<file path="src/rtl/alu_pkg.sv">
// Shared types and constants for the ID/EX pipeline stage.
// Holds the ALU control encodings, the registered ID/EX payload struct,
// the stage occupancy state and a register-match helper that keeps
// x0 out of every forwarding and hazard comparison.
package alu_pkg;

    localparam int XLEN       = 32;
    localparam int REG_ADDR_W = 5;

    typedef enum logic [3:0] {
        ALU_ADD  = 4'b0000,
        ALU_SLL  = 4'b0001,
        ALU_SLT  = 4'b0010,
        ALU_SLTU = 4'b0011,
        ALU_AND  = 4'b0100,
        ALU_OR   = 4'b0101,
        ALU_XOR  = 4'b0110,
        ALU_SRL  = 4'b0111,
        ALU_SUB  = 4'b1000,
        ALU_SRA  = 4'b1001
    } alu_ctrl_e;

    typedef enum logic {
        ST_EMPTY = 1'b0,
        ST_FULL  = 1'b1
    } stage_state_e;

    // Everything captured from decode on a transfer. op_a/op_b already
    // carry the operand-select result; rs1/rs2 and the select flags are
    // kept so the output forward mux knows which operands came from the
    // register file.
    typedef struct packed {
        logic [XLEN-1:0]       op_a;
        logic [XLEN-1:0]       op_b;
        logic [REG_ADDR_W-1:0] rs1;
        logic [REG_ADDR_W-1:0] rs2;
        logic [REG_ADDR_W-1:0] rd;
        logic                  op1_pc;
        logic                  op2_imm;
        logic                  reg_write;
        alu_ctrl_e             alu_ctrl;
    } id_ex_payload_t;

    // True when a pending write to wr_rd produces the value rs wants.
    // x0 is hard-wired to zero, so it never matches.
    function automatic logic reg_hit(
        input logic                  we,
        input logic [REG_ADDR_W-1:0] wr_rd,
        input logic [REG_ADDR_W-1:0] rs
    );
        return we && (wr_rd == rs) && (rs != '0);
    endfunction

endpackage

</file>
<file path="src/rtl/fwd_mux.sv">
// Per-operand forwarding mux for the ID/EX stage output.
// EX/MEM has priority over MEM/WB; if neither matches, or the operand
// came from pc/imm instead of a register, the registered value passes.
module fwd_mux
    import alu_pkg::*;
(
    input  logic                  i_use_reg,
    input  logic [REG_ADDR_W-1:0] i_rs,
    input  logic [XLEN-1:0]       i_raw,
    input  logic                  i_exm_we,
    input  logic [REG_ADDR_W-1:0] i_exm_rd,
    input  logic [XLEN-1:0]       i_exm_data,
    input  logic                  i_mwb_we,
    input  logic [REG_ADDR_W-1:0] i_mwb_rd,
    input  logic [XLEN-1:0]       i_mwb_data,
    output logic [XLEN-1:0]       o_operand
);

    // Priority select: youngest producer (EX/MEM) wins over MEM/WB.
    always_comb begin
        o_operand = i_raw;
        if (i_use_reg) begin
            if (reg_hit(i_exm_we, i_exm_rd, i_rs)) begin
                o_operand = i_exm_data;
            end else if (reg_hit(i_mwb_we, i_mwb_rd, i_rs)) begin
                o_operand = i_mwb_data;
            end
        end
    end

endmodule

</file>
<file path="src/rtl/id_ex_stage.sv">
// ID/EX pipeline register with valid/ready handshakes on both sides.
// Build option ALU_FWD_EN: when defined, EX/MEM and MEM/WB results are
// forwarded onto ex_op1/ex_op2 and decode never stalls on data hazards;
// when undefined, there are no forward muxes and decode is held off while
// any used source register has a write still in flight.
module id_ex_stage
    import alu_pkg::*;
(
    input  logic                  clk,
    input  logic                  rst_n,
    // decode side
    input  logic                  id_valid,
    output logic                  id_ready,
    input  logic [XLEN-1:0]       id_rs1_data,
    input  logic [XLEN-1:0]       id_rs2_data,
    input  logic [XLEN-1:0]       id_imm,
    input  logic [XLEN-1:0]       id_pc,
    input  logic [REG_ADDR_W-1:0] id_rs1,
    input  logic [REG_ADDR_W-1:0] id_rs2,
    input  logic [REG_ADDR_W-1:0] id_rd,
    input  logic [3:0]            id_alu_ctrl,
    input  logic                  id_op1_pc,
    input  logic                  id_op2_imm,
    input  logic                  id_reg_write,
    // later-stage write-back sources
    input  logic [REG_ADDR_W-1:0] exm_rd,
    input  logic                  exm_reg_write,
    input  logic [XLEN-1:0]       exm_result,
    input  logic [REG_ADDR_W-1:0] mwb_rd,
    input  logic                  mwb_reg_write,
    input  logic [XLEN-1:0]       mwb_result,
    input  logic                  flush,
    // ALU side
    output logic                  ex_valid,
    input  logic                  ex_ready,
    output logic [XLEN-1:0]       ex_op1,
    output logic [XLEN-1:0]       ex_op2,
    output logic [3:0]            ex_alu_ctrl,
    output logic [REG_ADDR_W-1:0] ex_rd,
    output logic                  ex_reg_write,
    output logic [15:0]           stall_cnt
);

    stage_state_e   r_state;
    id_ex_payload_t r_payload;
    logic [15:0]    r_stall_cnt;

    id_ex_payload_t w_payload_in;
    logic           w_hazard;
    logic           w_id_ready;
    logic           w_transfer;
    logic           w_stall_inc;

    // Capture the operand-select result at decode time and tag the write
    // enable off for x0 so nothing downstream treats it as a real write.
    always_comb begin
        w_payload_in           = '0;
        w_payload_in.op_a      = id_op1_pc  ? id_pc  : id_rs1_data;
        w_payload_in.op_b      = id_op2_imm ? id_imm : id_rs2_data;
        w_payload_in.rs1       = id_rs1;
        w_payload_in.rs2       = id_rs2;
        w_payload_in.rd        = id_rd;
        w_payload_in.op1_pc    = id_op1_pc;
        w_payload_in.op2_imm   = id_op2_imm;
        w_payload_in.reg_write = id_reg_write && (id_rd != '0);
        w_payload_in.alu_ctrl  = alu_ctrl_e'(id_alu_ctrl);
    end

`ifdef ALU_FWD_EN
    // Forwarding resolves every RAW dependency, so decode never waits.
    assign w_hazard = 1'b0;

    logic                  w_use_reg [2];
    logic [REG_ADDR_W-1:0] w_rs      [2];
    logic [XLEN-1:0]       w_raw     [2];
    logic [XLEN-1:0]       w_fwd     [2];

    assign w_use_reg[0] = !r_payload.op1_pc;
    assign w_use_reg[1] = !r_payload.op2_imm;
    assign w_rs[0]      = r_payload.rs1;
    assign w_rs[1]      = r_payload.rs2;
    assign w_raw[0]     = r_payload.op_a;
    assign w_raw[1]     = r_payload.op_b;

    generate
        for (genvar gi = 0; gi < 2; gi++) begin : g_fwd
            fwd_mux u_fwd_mux (
                .i_use_reg  (w_use_reg[gi]),
                .i_rs       (w_rs[gi]),
                .i_raw      (w_raw[gi]),
                .i_exm_we   (exm_reg_write),
                .i_exm_rd   (exm_rd),
                .i_exm_data (exm_result),
                .i_mwb_we   (mwb_reg_write),
                .i_mwb_rd   (mwb_rd),
                .i_mwb_data (mwb_result),
                .o_operand  (w_fwd[gi])
            );
        end
    endgenerate

    assign ex_op1 = w_fwd[0];
    assign ex_op2 = w_fwd[1];
`else
    logic w_ex_pending_we;
    logic w_rs1_hazard;
    logic w_rs2_hazard;
    logic w_unused_fwd;

    // The instruction held here counts as an in-flight write only when
    // it is actually present.
    assign w_ex_pending_we = (r_state == ST_FULL) && r_payload.reg_write;

    // A source only matters if the operand select actually reads it.
    assign w_rs1_hazard = !id_op1_pc &&
        (reg_hit(w_ex_pending_we, r_payload.rd, id_rs1) ||
         reg_hit(exm_reg_write,   exm_rd,       id_rs1) ||
         reg_hit(mwb_reg_write,   mwb_rd,       id_rs1));
    assign w_rs2_hazard = !id_op2_imm &&
        (reg_hit(w_ex_pending_we, r_payload.rd, id_rs2) ||
         reg_hit(exm_reg_write,   exm_rd,       id_rs2) ||
         reg_hit(mwb_reg_write,   mwb_rd,       id_rs2));
    assign w_hazard = w_rs1_hazard || w_rs2_hazard;

    // Without forwarding the registered operands go straight out.
    assign ex_op1 = r_payload.op_a;
    assign ex_op2 = r_payload.op_b;

    // Results and source tags are only needed by the forward muxes.
    assign w_unused_fwd = ^{exm_result, mwb_result, r_payload.rs1,
                            r_payload.rs2, r_payload.op1_pc, r_payload.op2_imm};
`endif

    // Accept from decode when the slot is free or draining this cycle,
    // nothing is in the way, and we are not being flushed or reset.
    assign w_id_ready  = rst_n && ((r_state == ST_EMPTY) || ex_ready) &&
                         !w_hazard && !flush;
    assign w_transfer  = id_valid && w_id_ready;
    // Only hazard stalls are counted; backpressure and flush are not.
    assign w_stall_inc = id_valid && !w_id_ready && w_hazard;

    // Occupancy: flush empties, a transfer fills (no bubble when the old
    // entry drains the same edge), a consumed entry with nothing behind it empties.
    always_ff @(posedge clk) begin
        if (!rst_n) begin
            r_state <= ST_EMPTY;
        end else if (flush) begin
            r_state <= ST_EMPTY;
        end else if (w_transfer) begin
            r_state <= ST_FULL;
        end else if (ex_ready) begin
            r_state <= ST_EMPTY;
        end
    end

    // Payload only changes on a transfer, so it holds under backpressure
    // and keeps its last value after draining.
    always_ff @(posedge clk) begin
        if (!rst_n) begin
            r_payload <= '0;
        end else if (w_transfer) begin
            r_payload <= w_payload_in;
        end
    end

    // Saturating count of decode cycles lost to data hazards.
    always_ff @(posedge clk) begin
        if (!rst_n) begin
            r_stall_cnt <= '0;
        end else if (w_stall_inc && (r_stall_cnt != 16'hFFFF)) begin
            r_stall_cnt <= r_stall_cnt + 16'd1;
        end
    end

    assign id_ready     = w_id_ready;
    assign ex_valid     = (r_state == ST_FULL);
    assign ex_alu_ctrl  = r_payload.alu_ctrl;
    assign ex_rd        = r_payload.rd;
    assign ex_reg_write = r_payload.reg_write;
    assign stall_cnt    = r_stall_cnt;

endmodule

</file>
<file path="config.mk">
export PLATFORM = sky130hd
export DESIGN_NAME = id_ex_stage
export DESIGN_NICKNAME = d
export VERILOG_FILES = /design/src/rtl/alu_pkg.sv /design/src/rtl/fwd_mux.sv /design/src/rtl/id_ex_stage.sv
export SDC_FILE = /design/constraint.sdc
export NUM_CORES = 1
export LEC_CHECK = 0
export ABC_AREA = 0
export BUFFER_PORTS_ARGS = -buffer_cell sky130_fd_sc_hd__buf_2
export CORE_AREA = 2 2 125 127
export CTS_BUF_LIST = sky130_fd_sc_hd__clkbuf_4 sky130_fd_sc_hd__clkbuf_8 sky130_fd_sc_hd__clkbuf_16
export DETAILED_ROUTE_END_ITERATION = 6
export DIE_AREA = 0 0 127 129
export SKIP_LAST_GASP = 1
export SLEW_MARGIN = 20
export SYNTH_ARGS = -nofsm -noshare
export SYNTH_HDL_FRONTEND = slang
export SYNTH_SLANG_ARGS = --single-unit
</file>
<file path="constraint.sdc">
create_clock -name clk -period 7.3 [get_ports clk]
set_input_delay 2.19 -clock clk [delete_from_list [all_inputs] [get_ports clk]]
set_output_delay 2.19 -clock clk [all_outputs]
set_load 0.01 [all_outputs]
</file>
==> flow_summary.yaml <==
synthesis:
  synth_area_leaders: "dfxtp_1, mux2i_1, nand3_1"
  mappedNetlistNets: 713
  postSynth.topFlopCell: "dfxtp_1"
  synth_edf_count: 0
  leading_cell_type_by_number_of_instances_after_synthesis: "dfxtp_1"
  post_synth_instance_area_um2: 4430
  biggest_area_consumer_among_synthesized_cells: "dfxtp_1"
  synth.lib_cells_used.distinct: 41
  netlist_instances: 481
  avgSynthCellArea_um2: 9.21
  synth_top_area_share_pct: 41.1
  fraction_of_registers_with_async_set_reset_pct: 0
  synth-seq-cells: 91
  yosysSeqAreaShare_pct: 41.1
  synth.top_cells.by_count: "dfxtp_1, nand3_1, mux2i_1"
  synthesis.yosys.warnings: 0
placed_design:
  place_congestion: 0.833
  port_buffers: 258
  place.detailed.hpwl_um: 9350
  post_dp_cell_area_um2: 5840
power_and_ir_drop:
  static_leakage_power_nw: 3.00
  p_int_mw: 0.892
  vdd_drop_max_mv: 0.0961
  power_per_cell_area_nw_per_um2: 195
  p_sw_share_pct: 25.7
  share_seq_of_total_power_pct: 44.7
  pwr-share-comb_pct: 15.3
  power_frac_clock_pct: 40.0
  power.net_switching_mw: 0.308
die:
  floorplan.io_pins: 323
  dieWidth_um: 127
  die_h_um: 129
  die_area_um2: 16400
  floorplan.initialDensity_pct: 29.6
  rows: 45
  design.core.area_um2: 15000
clock_network:
  clock_path_buffers: 2
  cts_buffers: 9
  cts-hold-fix-buffers: 0
  cts_tree: "yes"
  cts_max_level: 3
  cts_sinks: 91
  cts_post_setup_buffers_inserted: 0
  worst_skew_pair.late_latency_ns: 0.34
  path_clk_slew_ns: 0.07
  cts.repair.resized: 0
  cts-root-buf: "clkbuf_16"
detailed_routing:
  drt-total-wl_um: 12200
  detail-route-antenna-nets: 0
  vias: 4277
  drc_errors: 1
  routed_wire_length_per_instance_um: 13.4
  first_pass_iters: 6
  drt_first_iter_violations: 170
  vias_per_cell: 4.67
global_route:
  grt_pass1_wl_um: 19300
  grtUsageTotal_pct: 14.6
  grt_overflow: 0
  via_count_of_the_first_global_routing_pass: 3952
  antenna_found_initial: 0
  grt_max_degree: 105
critical_path:
  crit_path_cell_trace: "buf_2 -> xor2_1 -> nor4_1 -> and3_2 -> o31ai_4 -> and3_2 -> buf_2"
  arrival_ns: 3.74
  slowest_delay_ns: 0.54
  critical_path.slowest_cell: "o31ai_4"
  setup.worst_path.class: "in -> out"
  maximum_fanout_encountered_on_the_critical_timing_path: 9
  critPathCaptureType: "output port"
  worst_setup_path_start_kind: "input port"
  worstPathRequired_ns: 5.11
timing:
  tightest_slew_ns: 0.872
  fmax_ghz: 0.169
  finalHoldViolCount: 0
  finalSetupViolCount: 0
  relSlewSlack_pct: 41.9
  fin_crit_ns: 5.93
  final_max_slew_viol_count: 0
  period_share_pct: 81.3
  grt_setup_unrepaired: "false"
  setup-tns-final_ns: 0
  timing.clock.skew_ns: 0.00785
layout:
  post-route-cell-area_um2: 6150
  number_of_nets_at_the_end_of_the_flow: 954
  area_delta_synth_final_pct: 38.9
  antenna_cells_inserted: 0
  final_layout_size_suffix_gt1_share_pct: 41.5
run:
  max-cap-violations: 0
hold_path:
  min_path_type: "reg -> reg"
status:
  run_status: "finished with violations"
  failing_checks: "DRC"
[worst paths after layout]
check	endpoint	start	slack [ns]	cells past startpoint
worst max-delay path	id_ready	id_rs2[1]	1.37	7
worst min-delay path	ex_op2[17]	ex_op2[17]	0.46	2
worst max register to register	ex_op1[7]	ex_rd[3]	4.82	7
worst min register to register	ex_op2[17]	ex_op2[17]	0.46	2
[stage by stage]
stage	power, mW	utilization, %	worst slack [ns]	std cells	hold slack, ns
after floorplan	0.642	-	1.84	481	0.481
after global placement	0.732	39.0	1.39	899	0.442
after detailed placement	0.735	39.0	1.38	899	0.446
after CTS	1.22	41.1	1.37	915	0.458
after global routing	1.27	41.1	1.27	915	0.475
final	1.20	41.1	1.37	915	0.456
[flip-flops by register name, summed over array words and instances, names as in the netlist]
register,count
stall_cnt,16
ex_alu_ctrl,4
ex_valid,1
ex_op2,32
ex_rd,5
ex_op1,32
ex_reg_write,1
[routing by layer]
| metal | share of wire (%) | up-vias | wire length (um) | GRT usage, % |
|---|---|---|---|---|
| met5 | 0 | - | 0 | 0 |
| met4 | 1.2 | 0 | 150 | 4.85 |
| li1 | - | 2206 | - | - |
| met2 | 48 | 163 | 5890 | 25.5 |
| met3 | 7.2 | 9 | 881 | 3.58 |
| met1 | 43 | 1899 | 5290 | 17.8 |
[area by class of cell]
class | count | area, um^2
timing repair buffer | 263 | 1330
clock inverter | 5 | 60.1
multi-input combinational | 343 | 2400
fill | 1600 | 8830
clock buffer | 11 | 246
tap | 188 | 235
inverter | 14 | 52.6
sequential | 91 | 1820
[power by group through the flow]
| stage | clock network, mW | logic, mW | registers (mW) |
|---|---|---|---|
| after floorplan | 0 | 0.0828 | 0.559 |
| after global placement | 0 | 0.186 | 0.546 |
| after detailed placement | 0 | 0.188 | 0.547 |
| after CTS | 0.499 | 0.187 | 0.536 |
| after global routing | 0.524 | 0.205 | 0.539 |
| final | 0.480 | 0.184 | 0.536 |
[worst max-delay path, delay by kind of cell]
kind	cells	cell delay [ns]
and+or+nand+nor	3	0.56
AOI/OAI and AO/OA	1	0.54
buffers and inverters	2	0.28
xor gates and xnor gates	1	0.17
[cells by family after synthesis]
kind of cell             Yosys count  share of synthesized area (%)
XOR/XNOR                          34                           6.72
adder cells (fa/ha/maj)            1                          0.282
multiplexers                      71                           16.0
AO/OA/AOI/OAI                     97                           13.5
AND/OR/NAND/NOR                  140                           17.5
flip-flops                        91                           41.1
buffers and inverters             47                           4.80
[cell usage in the layout (no fill, tap or decap), types with 2 or more instances in the layout]
cell	count
a211oi_1	2
xor2_1	18
nand4_1	4
nor3_1	5
and3_1	4
a21o_2	2
nand2_1	15
dfxtp_1	91
nand2b_1	8
a21oi_1	9
inv_1	13
buf_2	257
inv_6	2
nand3_1	73
clkbuf_16	9
xnor2_1	16
and3_2	3
o21ai_0	56
or3b_1	2
nor4_1	4
buf_4	6
and3_4	2
nand3_2	6
o31ai_4	2
o21ai_1	16
nor2_1	8
mux2i_1	71
o41ai_1	2
o21ai_2	4
Note: power is estimated with default switching activity, not from simulation.
